<file path="src/rtl/uart_pkg.sv">
// uart_pkg
//   Definitions shared by the UART receiver and transmitter. It holds the
//   frame-FSM state encoding (3-bit) and the number of data bits per frame.
package uart_pkg;

  localparam int DATA_BITS = 8;

  typedef enum logic [2:0] {
    IDLE    = 3'd0,
    START   = 3'd1,
    DATA    = 3'd2,
    STOP    = 3'd3,
    CLEANUP = 3'd4
  } uart_state_t;

endpackage

</file>
<file path="src/rtl/sync_2ff.sv">
// sync_2ff
//   Two-flop metastability synchroniser for a single asynchronous input.
//   RESET_VAL sets the value both flops take on reset. For a UART line this
//   is 1, which matches the idle level of the line.
// Ports
//   i_Clock  in  1  destination clock
//   i_Reset  in  1  asynchronous, active-high reset
//   i_D      in  1  asynchronous input
//   o_Q      out 1  synchronised output, two clocks of latency
module sync_2ff #(
  parameter logic RESET_VAL = 1'b1
) (
  input  logic i_Clock,
  input  logic i_Reset,
  input  logic i_D,
  output logic o_Q
);

  logic r_meta;
  logic r_sync;

  // The first flop may go metastable. The second flop gives it a full
  // clock period to settle before the value is used.
  always_ff @(posedge i_Clock or posedge i_Reset) begin
    if (i_Reset) begin
      r_meta <= RESET_VAL;
      r_sync <= RESET_VAL;
    end else begin
      r_meta <= i_D;
      r_sync <= r_meta;
    end
  end

  assign o_Q = r_sync;

endmodule

</file>
<file path="src/rtl/uart_rx.sv">
// uart_rx
//   UART receiver for 8 data bits, no parity and 1 stop bit, sent LSB first.
//   The serial line is oversampled on i_Clock. Each bit is sampled at its
//   centre, and the assembled byte is presented with a one-clock valid strobe.
//   The block applies no back-pressure, so the consumer must take o_RX_Byte
//   while o_RX_DV is high.
// Parameters
//   CLKS_PER_BIT  i_Clock cycles per bit, equal to f(i_Clock)/baud. The
//                 minimum is 4.
// Ports
//   i_Clock         in  1  system clock
//   i_Reset         in  1  asynchronous, active-high reset
//   i_RX_Serial     in  1  asynchronous serial line, idle high
//   o_RX_DV         out 1  one-clock strobe that marks o_RX_Byte as newly valid
//   o_RX_Byte       out 8  last received byte, held until the next strobe
//   o_RX_Active     out 1  high from the accepted start bit until the stop sample
//   o_RX_Frame_Err  out 1  one-clock strobe, set when the stop bit is sampled low
// Build option
//   UART_RX_FRAME_CHECK_EN: when defined, o_RX_Frame_Err reports a low stop
//   bit. When undefined, o_RX_Frame_Err is tied to 0.
module uart_rx
  import uart_pkg::*;
#(
  parameter int CLKS_PER_BIT = 217
) (
  input  logic       i_Clock,
  input  logic       i_Reset,
  input  logic       i_RX_Serial,
  output logic       o_RX_DV,
  output logic [7:0] o_RX_Byte,
  output logic       o_RX_Active,
  output logic       o_RX_Frame_Err
);

  localparam int CW   = $clog2(CLKS_PER_BIT);
  localparam int IW   = $clog2(DATA_BITS);
  localparam int HALF = (CLKS_PER_BIT - 1) / 2;

  localparam logic [CW-1:0] HALF_CNT = CW'(HALF);
  localparam logic [CW-1:0] TERM_CNT = CW'(CLKS_PER_BIT - 1);
  localparam logic [IW-1:0] LAST_IDX = IW'(DATA_BITS - 1);

  uart_state_t    r_state, w_next_state;
  logic [CW-1:0]  r_count, w_next_count;
  logic [IW-1:0]  r_idx,   w_next_idx;
  logic [7:0]     r_shift, w_next_shift;
  logic [7:0]     r_byte,  w_next_byte;
  logic           r_dv,    w_next_dv;
  logic           r_active, w_next_active;
  logic           w_rx_s;

  sync_2ff #(
    .RESET_VAL (1'b1)
  ) u_rx_sync (
    .i_Clock (i_Clock),
    .i_Reset (i_Reset),
    .i_D     (i_RX_Serial),
    .o_Q     (w_rx_s)
  );

`ifdef UART_RX_FRAME_CHECK_EN
  logic r_ferr, w_next_ferr;
`endif

  // Frame FSM next-state and datapath logic.
  // START waits half a bit, so each later terminal count falls at a bit
  // centre. A start bit that is no longer low at that point is treated as
  // a glitch.
  always_comb begin
    w_next_state  = r_state;
    w_next_count  = r_count;
    w_next_idx    = r_idx;
    w_next_shift  = r_shift;
    w_next_byte   = r_byte;
    w_next_dv     = 1'b0;
    w_next_active = r_active;
`ifdef UART_RX_FRAME_CHECK_EN
    w_next_ferr   = 1'b0;
`endif
    case (r_state)
      IDLE: begin
        w_next_count = '0;
        w_next_idx   = '0;
        if (!w_rx_s) w_next_state = START;
      end
      START: begin
        if (r_count == HALF_CNT) begin
          w_next_count = '0;
          if (!w_rx_s) begin
            w_next_active = 1'b1;
            w_next_state  = DATA;
          end else begin
            w_next_state  = IDLE;
          end
        end else begin
          w_next_count = r_count + CW'(1);
        end
      end
      DATA: begin
        if (r_count == TERM_CNT) begin
          w_next_count        = '0;
          w_next_shift[r_idx] = w_rx_s;
          if (r_idx < LAST_IDX) begin
            w_next_idx = r_idx + IW'(1);
          end else begin
            w_next_idx   = '0;
            w_next_state = STOP;
          end
        end else begin
          w_next_count = r_count + CW'(1);
        end
      end
      STOP: begin
        // The byte is delivered whatever level the stop bit has.
        if (r_count == TERM_CNT) begin
          w_next_count  = '0;
          w_next_byte   = r_shift;
          w_next_dv     = 1'b1;
          w_next_active = 1'b0;
`ifdef UART_RX_FRAME_CHECK_EN
          w_next_ferr   = ~w_rx_s;
`endif
          w_next_state  = CLEANUP;
        end else begin
          w_next_count = r_count + CW'(1);
        end
      end
      CLEANUP: begin
        w_next_state = IDLE;
      end
      default: begin
        w_next_state = IDLE;
      end
    endcase
  end

  // State and datapath registers. Reset aborts any frame in progress and
  // clears the held byte.
  always_ff @(posedge i_Clock or posedge i_Reset) begin
    if (i_Reset) begin
      r_state  <= IDLE;
      r_count  <= '0;
      r_idx    <= '0;
      r_shift  <= '0;
      r_byte   <= '0;
      r_dv     <= 1'b0;
      r_active <= 1'b0;
    end else begin
      r_state  <= w_next_state;
      r_count  <= w_next_count;
      r_idx    <= w_next_idx;
      r_shift  <= w_next_shift;
      r_byte   <= w_next_byte;
      r_dv     <= w_next_dv;
      r_active <= w_next_active;
    end
  end

`ifdef UART_RX_FRAME_CHECK_EN
  // Frame-error strobe register. It is set in the same cycle as DV.
  always_ff @(posedge i_Clock or posedge i_Reset) begin
    if (i_Reset) r_ferr <= 1'b0;
    else         r_ferr <= w_next_ferr;
  end
  assign o_RX_Frame_Err = r_ferr;
`else
  assign o_RX_Frame_Err = 1'b0;
`endif

  assign o_RX_DV     = r_dv;
  assign o_RX_Byte   = r_byte;
  assign o_RX_Active = r_active;

endmodule

</file>
<file path="config.mk">
export PLATFORM = sky130hd
export DESIGN_NAME = uart_rx
export DESIGN_NICKNAME = d
export VERILOG_FILES = /design/src/rtl/uart_pkg.sv /design/src/rtl/sync_2ff.sv /design/src/rtl/uart_rx.sv
export SDC_FILE = /design/constraint.sdc
export NUM_CORES = 1
export LEC_CHECK = 0
export ABC_AREA = 1
export BUFFER_PORTS_ARGS = -buffer_cell sky130_fd_sc_hd__buf_2
export CORE_ASPECT_RATIO = 0.9
export CORE_MARGIN = 5
export CORE_UTILIZATION = 55
export DETAILED_ROUTE_END_ITERATION = 16
export PLACE_DENSITY = 0.74
export SLEW_MARGIN = 30
export SYNTH_ARGS = -nofsm -noshare
export SYNTH_HDL_FRONTEND = slang
export SYNTH_SLANG_ARGS = --single-unit
</file>
<file path="constraint.sdc">
create_clock -name i_Clock -period 1.83 [get_ports i_Clock]
set_input_delay 0.0915 -clock i_Clock [delete_from_list [all_inputs] [get_ports i_Clock]]
set_output_delay 0.0915 -clock i_Clock [all_outputs]
set_load 0.005 [all_outputs]
</file>
# == Yosys cells after proc, flatten, opt, wreduce, memory -nomap -nowiden ==
# Index checks and enable logic that the tools add are counted.
# totals
mem_count,0
ram_bits,0
rom_bits,0
latchBits,0
reg_bits,34
# classes
n_shift,0
addsub,2
mul,0
n_reduce_logical,11
bitwise,0
n_div,0
n_eq_ne,11
n_lt_le_gt_ge,3
muxes,22
# ops
op,n
8-bit case mux with 3 select lines,1
3-bit 2-to-1 mux,7
8-bit 2-to-1 mux,2
"2-bit != test, second input constant",6
3-bit case mux with 4 select lines,1
"8-bit by 1-bit adder with 8-bit output, second input constant",1
8-bit bitwise mux,1
"8-bit by 7-bit equality test with 1-bit output, second input constant",1
"8-bit equality test, second input constant",1
"3-bit by 2-bit equality test with 1-bit output, second input constant",2
1-bit 2-to-1 mux,6
3-bit case mux with 2 select lines,1
2-bit AND reduction,3
5-bit AND reduction,1
"3-bit by 4-bit less-than comparator with 1-bit output, second input constant",1
4-bit AND reduction,1
2-bit nonzero test,2
"3-bit by 1-bit adder with 3-bit output, second input constant",1
1-bit demux with 3-bit select,1
"3-bit by 1-bit equality test with 1-bit output, second input constant",1
"3-bit by 1-bit greater-or-equal comparator with 1-bit output, second input constant",1
3-bit logical NOT,1
"3-bit less-than comparator, second input constant",1
3-bit nonzero test,1
other kinds (4),4

# == Depth between registers and ports, before layout ==
# Gate-level depths: netlist (run 1).
# depth
word_depth,5
mapped_depth,10
mapped_depth_nobuf,10

# == Cells and area by module ==
# A second synthesis (run 1) with hierarchy kept.
# hier_totals
hier_cells,199
area_unflattened_um2,1681.6
# modules_own_cells
mod,cells_each,seq_area_each_um2,area_per_inst_um2,instances
uart_rx,196,800.8,1625.3,1
sync_2ff,3,52.6,56.3,1

# == Worst setup path before layout (run 1) ==
# OpenSTA, ideal clock, no wires.
# synth_path
path_type,flip-flop to flip-flop
startpoint,register r_count[0]
endpoint,register r_shift[0]
arrival_time_ns,1.332
path_slack_ns,0.381
setup_ns,0.117
n_path_buf,1
required_time_ns,1.713
stages_incl_launch_ff,11
synth_period_minus_slack_ns,1.449
cell_sequence,dfrtp_1 > inv_1 > ha_1 > nand2_1 > nor2_1 > nand2_4 > nor2_8 > buf_6 > nand3_1 > nand2_1 > nand2_1
# synth_between
elab_chain_cells,2
# synth_lines
item,line,text
"start, declared",uart_rx.sv:44,"logic [CW-1:0] r_count, w_next_count;"
"start signal, assigned",uart_rx.sv:150,r_count <= w_next_count;
8-bit equality test,uart_rx.sv:100,if (r_count == TERM_CNT) begin
2-bit AND reduction (no source line),--,
"end signal, assigned",uart_rx.sv:152,r_shift <= w_next_shift;
"end, declared",uart_rx.sv:46,"logic [7:0] r_shift, w_next_shift;"
# No other way between the ends.
# A chain may end at the register's enable or synchronous reset.

# == Worst setup path after layout (run 1) ==
# layout_path
startpoint,register r_count[0]
endpoint,"register r_active, in the netlist o_RX_Active"
# layout_between
elab_chain_cells,3
# layout_lines
item,line,text
8-bit equality test / 8-bit by 7-bit equality test with 1-bit output (equally long branches),"uart_rx.sv:115, uart_rx.sv:87",
2-bit != test (no source line),--,
4-bit AND reduction (no source line) (*),--,
"end signal, assigned",uart_rx.sv:155,r_active <= w_next_active;
"end, declared",uart_rx.sv:49,"logic r_active, w_next_active;"
# Mark *: on every way between the ends. The rest lies on a longest branch, timed or not.

==> results of run 1 <==
[final cells by class]
class	instances	area, µm²	area share (%)
clock buffers	6	51.3	2.73
clock inverters	2	12.5	0.666
inverters	22	85.1	4.53
multi-input cells	157	736	39.2
flip-flops and latches	34	853	45.4
well taps	42	52.6	2.80
repair buffers	15	87.6	4.66
[cell usage in the layout (no fill, tap or decap), types with 2 or more instances in the layout]
cell type      netlist  final
dfrtp_1             32     32
buf_2                0     12
clkbuf_4             0      5
ha_1                 3      3
dfstp_2              2      2
nand3_1             16     16
nand4_1             11     11
dlygate4sd3_1        0      2
nor2_4               2      2
nand2_1             85     85
nor2_2               2      2
nand2_2              3      3
o21ai_0              8      8
nor3_1               3      3
inv_1               20     20
nor2_1              19     19
[power breakdown]
group | internal, mW | switching (mW)
Clock | 0.184 | 0.266
Combinational | 0.00651 | 0.0175
Sequential | 0.755 | 0.00295
Total | 0.946 | 0.287
[routing by layer]
metal  routed length, µm  part of all wire [%]
met5                   0                     0
met4                  55                   1.8
met3                 163                   5.3
met2                1250                    40
met1                1640                    53
[kinds of logic (layout without fill, tap and decap cells)]
kind of cell,count (synthesis),in the layout,share of synthesized area [%]
DFF,34,34,49.7
xor gates and xnor gates,1,1,0.511
adders and majority gates,3,3,2.19
and+or+nand+nor,144,144,37.6
buffers and inverters,27,45,7.37
AOI/OAI and AO/OA,8,8,2.33
other,1,1,0.219
[metrics by stage]
stage / instance area, µm² / util [%] / setup WS [ns] / power, mW
6_report: 1880 / 62.2 / 0.196 / 1.23
5_1_grt: 1880 / 62.2 / 0.0402 / 1.29
4_1_cts: 1880 / 62.2 / 0.176 / 1.25
3_5_place_dp: 1790 / 59.4 / 0.196 / 0.794
3_3_place_gp: 1790 / 59.4 / 0.215 / 0.794
2_1_floorplan: 1720 / - / 0.381 / 0.787
[repair_timing]
action	4_1_cts	5_1_grt
buffers inserted	0	0
endpoints found under the hold margin	33	0
gates resized for setup	0	0
hold buffers	2	0
[registers in the layout, indices dropped and copies added, names as in the netlist]
register          cells
u_rx_sync.r_meta      1
r_count               8
r_idx                 3
r_shift               8
o_RX_Active           1
u_rx_sync.o_Q         1
o_RX_Byte             8
o_RX_DV               1
r_state               3
[worst reg2reg max path, cell delays in order (launching register included)]
cell	delay, ns
dfrtp_1	0.41
inv_1	0.09
ha_1	0.17
nand2_1	0.05
nor2_1	0.17
nand2_4	0.11
nor2_4	0.27
inv_4	0.11
nand2_1	0.07
o21ai_0	0.07
[final timing paths]
check | startpoint | endpoint | depth (start not counted)
max | r_count[0] | o_RX_Active | 9
min | u_rx_sync.r_meta | u_rx_sync.o_Q | 0
max reg2reg | r_count[0] | o_RX_Active | 9
min reg2reg | u_rx_sync.r_meta | u_rx_sync.o_Q | 0
max in group asynchronous | i_Reset | u_rx_sync.o_Q | 4
min in group asynchronous | i_Reset | r_idx[0] | 4
==> results.yml, run 1 <==
place:
  hpwl_um: 2130
  io_buffers: 12
  dp.cells: 268
  gp_congestion: 0.872
yosys:
  syn_area_per_cell_um2: 7.87
  synth_edf_count: 0
  ys_seq_area_share_pct: 49.7
  synth_most_common_cell: "nand2_1"
  synth_ff_type: "dfrtp_1"
  syn_area_um2: 1720
  yosysWarningCount: 0
  synth_fp_nets: 224
  synth.area.top_cells: "dfrtp_1, nand2_1, nand3_1, inv_1, nor2_1"
  ys_top_cells_by_count: "nand2_1, dfrtp_1, inv_1, nor2_1, nand3_1"
  ys_ff_latch: 34
  netlist.area_leader.share_pct: 46.7
  synthDistinctLibCells: 23
  synthArstFlopShare_pct: 100
  synthCells: 218
  synth_largest_area_cell: "dfrtp_1"
cells_and_area:
  fin_nets: 241
  syn2layout_area_growth_pct: 9.48
  n_antenna_cell: 0
  final_cells: 278
  post_route_cells_drive_above_1_share_pct: 14.8
  fillCellCount: 278
run_status:
  outcome: "complete, no violations"
floorplan:
  die_y_um: 63.0
  rows: 19
  die_w_um: 68.9
  dieArea_um2: 4340
  core_region_area_um2: 3020
  io_pins: 14
  initial_core_util_pct: 56.8
grt:
  grt.met2_usage_pct: 23.7
  grt_use_met1_pct: 26.1
  grt-busiest-layer: "met1"
  antenna_found_initial: 0
  grt_overflow: 0
  met3_usage_pct: 4.32
  grt_max_degree: 35
  grt_pass1_wl_um: 5760
  grt_usage_pct: 17.7
  first_global_vias: 1265
detailed_routing:
  drt-total-wl_um: 3100
  drc: 0
  post_drt_via_cell_ratio: 4.92
  wl_per_cell_um: 11.2
  vias: 1368
  dr.first_iter.drc_count: 83
  dr.pass1.iters: 4
  ant_nets: 0
setup_path:
  cp_slowest_cell: "dfrtp_1"
  cp_max_fo: 10
  critical-path-top-delay-family: "simple AND/OR/NAND/NOR gates"
  crit_path_frequent_cell: "nand2_1"
  required_ns: 2.07
  crit_buf_inv: 2
  crit_path_start_kind: "flip-flop"
  worstSetupPathType: "flip-flop to flip-flop"
  critPathCaptureType: "flip-flop"
  r2r_setup_slack_ns: 0.20
  cp.arrival_ns: 1.88
  cp_cell_sequence: "inv_1, ha_1, nand2_1, nor2_1, nand2_4, nor2_4, inv_4, nand2_1, o21ai_0"
  critPathMaxStageDelay_ns: 0.41
timing:
  skew_ns: 0.00518
  max_freq_ghz: 0.612
  rsz0062_at_grt: "false"
  setup_tns_ns: 0
  fin_crit_ns: 1.63
  period_share_pct: 89.3
  setup_viol: 0
  hold_ws_ns: 0.366
  slew_violations: 0
  final-hold-violation-count: 0
flow_run:
  cap_violations: 0
clock_tree:
  clockBufferDepth: 2
  clk_latency_ns: 0.35
  clockRootBuffer: "clkbuf_4"
  clk_pin_slew_worst_paths_ns: 0.11
  htree_levels: 2
  clock_sinks: 34
  cts_tree: "done"
  cts_buffers: 5
power:
  ir_worst_vdd_uv: 429
  p_leak_nw: 1.03
  power_density_nw_per_um2: 656
hold_path:
  hold_class: "flip-flop to flip-flop"
(Power assumes the default switching activity.)
==> run 2, diff against run 1 <==
- RECOVER_POWER: not set -> 50
==> results.yml, run 2 (same netlist as run 1, synthesis figures left out) <==
grt:
  first_global_vias: 1265
  grt_max_degree: 35
  grt_usage_pct: 17.7
  grt_overflow: 0
  grt_pass1_wl_um: 5760
  antenna_found_initial: 0
timing:
  worst_pin_slew_ns: 0.817
  period_share_pct: 89.3
  skew_ns: 0.00518
  setup_tns_ns: 0
  final-hold-violation-count: 0
  setup_viol: 0
  slew_violations: 0
  fin_crit_ns: 1.63
  rsz0062_at_grt: "false"
  max-slew-margin-rel_pct: 45.5
  max_freq_ghz: 0.612
clock_tree:
  clockRootBuffer: "clkbuf_4"
  clk_latency_ns: 0.35
  clk_pin_slew_worst_paths_ns: 0.11
  cts_resized: 0
  clock_sinks: 34
  cts_tree: "done"
  cts_buffers: 5
  clockBufferDepth: 2
  htree_levels: 2
floorplan:
  dieArea_um2: 4340
  core_region_area_um2: 3020
  initial_core_util_pct: 56.8
  die_y_um: 63.0
  io_pins: 14
  die_w_um: 68.9
  rows: 19
setup_path:
  critPathMaxStageDelay_ns: 0.41
  crit_path_start_kind: "flip-flop"
  worstSetupPathType: "flip-flop to flip-flop"
  crit_path_frequent_cell: "nand2_1"
  critPathCaptureType: "flip-flop"
  cp_slowest_cell: "dfrtp_1"
  cp_max_fo: 10
  crit_buf_inv: 2
  critical-path-top-delay-family: "simple AND/OR/NAND/NOR gates"
  cp.arrival_ns: 1.88
  cp_cell_sequence: "inv_1, ha_1, nand2_1, nor2_1, nand2_4, nor2_4, inv_4, nand2_1, o21ai_0"
  required_ns: 2.07
detailed_routing:
  drc: 0
  post_drt_via_cell_ratio: 4.92
  drt-total-wl_um: 3110
  dr.pass1.iters: 4
  drt-met1-wl_um: 1640
  vias: 1369
  wl_per_cell_um: 11.2
  wl_met3_um: 171
  ant_nets: 0
  routed-wl-met2_um: 1250
  top_layer: "met4"
  dr.first_iter.drc_count: 81
cells_and_area:
  multi_input_area_um2: 736
  fillCellCount: 279
  syn2layout_area_growth_pct: 9.19
  layout.cells.most_common: "nand2_1"
  final_util_pct: 62.0
  n_antenna_cell: 0
  seq_area_um2: 853
  final_cell_mix: "nand2_1, dfrtp_1, inv_1"
  fin_nets: 241
  post_route_cells_drive_above_1_share_pct: 14.0
power:
  ir_worst_vdd_uv: 429
  p_leak_nw: 1.02
  p_total_mw: 1.23
  power_density_nw_per_um2: 658
hold_path:
  hold_class: "flip-flop to flip-flop"
place:
  gp_congestion: 0.872
  io_buffers: 12
  hpwl_um: 2130
run_status:
  outcome: "complete, no violations"
flow_run:
  cap_violations: 0
run 2: cell count changes in the layout (fill, tap and decap cells not counted):
cell / change
buf_2: -2
clkbuf_1: +2
clkbuf_2: +1
buf_4: -1
run 2: what timing repair did:
| action | in CTS | in global routing |
|---|---|---|
| hold buffers | 2 | 0 |
| buffers inserted | 0 | 0 |
| hold endpoints to repair | 33 | 0 |
run 2: area by class of cell:
type                            count  share of cell area, %
Inverter                           22                   4.54
Tap cell                           42                   2.81
Clock inverter                      2                  0.668
Clock buffer                        6                   2.74
Multi-Input combinational cell    157                   39.3
Sequential cell                    34                   45.6
Timing Repair Buffer               15                   4.41
run 2: worst register-to-register path, stage by stage (launching register included):
cell and delay, ns:
dfrtp_1 0.41, inv_1 0.09, ha_1 0.17, nand2_1 0.05, nor2_1 0.17, nand2_4 0.11, nor2_4 0.27, inv_4 0.11
nand2_1 0.07, o21ai_0 0.07
run 2: worst paths after layout:
path / slack, ns / depth (start not counted) / start / to
max in group asynchronous: 0.79 / 4 / i_Reset / r_count[1]
hold / removal: 0.37 / 0 / u_rx_sync.r_meta / u_rx_sync.o_Q
min in group asynchronous: 0.53 / 4 / i_Reset / r_idx[0]
hold reg to reg: 0.37 / 0 / u_rx_sync.r_meta / u_rx_sync.o_Q
setup reg to reg: 0.20 / 9 / r_count[0] / o_RX_Active
setup / recovery: 0.20 / 9 / r_count[0] / o_RX_Active
run 2: report_power, final:
| group | switching (mW) | leakage (nW) | total [mW] | internal, mW |
|---|---|---|---|---|
| Sequential | 0.00296 | 0.453 | 0.758 | 0.755 |
| Combinational | 0.0175 | 0.529 | 0.0232 | 0.00577 |
| Clock | 0.266 | 0.0343 | 0.451 | 0.184 |
| Total | 0.287 | 1.02 | 1.23 | 0.945 |
run 2: layer usage:
metal	vias up	global-route usage, %
met4	0	9.00
met5	-	0
li1	718	-
met2	25	23.7
met1	620	26.1
met3	6	4.32
run 2: stage by stage:
step	cells	setup slack, ns	hold slack [ns]	area [µm²]
2_1_floorplan	218	0.381	0.0960	1720
3_3_place_gp	268	0.215	0.198	1790
3_5_place_dp	268	0.196	0.202	1790
4_1_cts	278	0.176	0.365	1880
5_1_grt	278	0.0402	0.376	1870
6_report	278	0.196	0.366	1870
==> run 3, diff against run 2 <==
- BUFFER_PORTS_ARGS: -buffer_cell sky130_fd_sc_hd__buf_2 -> -buffer_cell sky130_fd_sc_hd__clkbuf_2
- CORE_MARGIN: 5 -> 2
==> results.yml, run 3 (same netlist as run 1, synthesis figures left out) <==
run_status:
  outcome: "complete, no violations"
cells_and_area:
  seq_area_um2: 853
  multi_input_area_um2: 736
  fillCellCount: 282
  final_cell_mix: "nand2_1, dfrtp_1, inv_1"
  n_antenna_cell: 0
  syn2layout_area_growth_pct: 9.41
  final_cells: 279
  post_route_cells_drive_above_1_share_pct: 13.9
  fin_nets: 242
  layout.cells.most_common: "nand2_1"
setup_path:
  required_ns: 2.06
  reg2reg_depth: 9
  cp_max_fo: 10
  cp.arrival_ns: 1.85
  reg2reg_to: "o_RX_Active"
  r2r_setup_slack_ns: 0.20
  reg2reg_from: "r_count[0]"
  critPathCaptureType: "flip-flop"
  crit_path_start_kind: "flip-flop"
  worstSetupPathType: "flip-flop to flip-flop"
timing:
  slew_violations: 0
  rsz0062_at_grt: "false"
  setup_viol: 0
  final-hold-violation-count: 0
  max-slew-margin-rel_pct: 45.1
  hold_ws_ns: 0.362
  setup_tns_ns: 0
  max_freq_ghz: 0.614
  timing.final.ws_setup_ns: 0.202
  worst_pin_slew_ns: 0.824
  fin_crit_ns: 1.63
  period_share_pct: 88.9
  skew_ns: 0.00703
clock_tree:
  cts_tree: "done"
  clk_latency_ns: 0.34
  clock_sinks: 34
  clk_pin_slew_worst_paths_ns: 0.10
  clockBufferDepth: 2
  htree_levels: 2
  clockRootBuffer: "clkbuf_4"
  cts_buffers: 5
place:
  io_buffers: 12
  hpwl_um: 2080
  pre_cts_ws_ns: 0.212
  dp.cells: 269
  gp_congestion: 0.843
grt:
  grt_max_degree: 35
  antenna_found_initial: 0
  grt_usage_pct: 19.5
  grt_pass1_wl_um: 5350
  first_global_vias: 1204
  grt_overflow: 0
power:
  power_density_nw_per_um2: 645
  p_total_mw: 1.21
  ir_worst_vdd_uv: 545
  p_leak_nw: 1.02
floorplan:
  core_region_area_um2: 3020
  die_y_um: 57.0
  initial_core_util_pct: 56.8
  rows: 19
  die_w_um: 62.9
  dieArea_um2: 3580
  io_pins: 14
hold_path:
  holdCritStartpoint: "u_rx_sync.r_meta"
  worst_hold_path.endpoint: "u_rx_sync.o_Q"
  worstHoldPathCells: 0
  hold_class: "flip-flop to flip-flop"
detailed_routing:
  vias: 1363
  ant_nets: 0
  drt-total-wl_um: 2950
  dr.pass1.iters: 7
  post_drt_via_cell_ratio: 4.89
  wl_per_cell_um: 10.6
  dr.first_iter.drc_count: 110
  drc: 0
flow_run:
  cap_violations: 0
-- run 3: worst max-delay path, stage by stage, from the launching register on --
cell,delay [ns]
dfrtp_1,0.41
inv_1,0.09
ha_1,0.17
nand2_1,0.05
nor2_1,0.17
nand2_4,0.11
nor2_4,0.27
inv_4,0.11
nand2_1,0.07
o21ai_0,0.07
-- run 3: layout make-up --
class,instances,share of cell area (%)
clock buffer,7,2.93
multi-input combinational,157,39.2
inverter,22,4.53
tap,42,2.80
clock inverter,1,0.267
timing repair buffer,16,4.80
sequential,34,45.5
-- run 3: how the worst max path moves through the flow --
stage	from	end	slack (ns)	cells past startpoint
5_1_grt	r_count[0]	o_RX_Active	0.06	9
4_1_cts	r_count[0]	o_RX_Active	0.19	9
3_5_place_dp	r_count[0]	o_RX_Active	0.21	9
3_3_place_gp	r_count[0]	o_RX_Active	0.22	9
2_1_floorplan	r_count[0]	r_shift[0]	0.38	10
6_report	r_count[0]	o_RX_Active	0.20	9
-- run 3: routing by layer --
metal	track usage (%)	up-vias	part of all wire [%]
li1	-	722	-
met1	27.7	600	53
met2	28.7	35	41
met3	5.92	6	4.3
met4	6.67	0	1.6
met5	0	-	0
-- run 3: per-stage QoR --
step	cell area (µm²)	utilization (%)
CTS	1880	62.3
global placement	1800	59.7
finish	1880	62.2
floorplan	1720	-
global route	1880	62.2
detailed placement	1800	59.7
-- run 3: what timing repair did --
action,4_1_cts,5_1_grt
endpoints found under the hold margin,33,0
resized for setup,0,0
hold buffers,2,0
buffers inserted,0,0
-- run 3: power by group --
| part | internal [mW] | total (mW) | switching, mW |
|---|---|---|---|
| clock network | 0.186 | 0.430 | 0.244 |
| registers | 0.755 | 0.758 | 0.00305 |
| logic | 0.00577 | 0.0229 | 0.0172 |
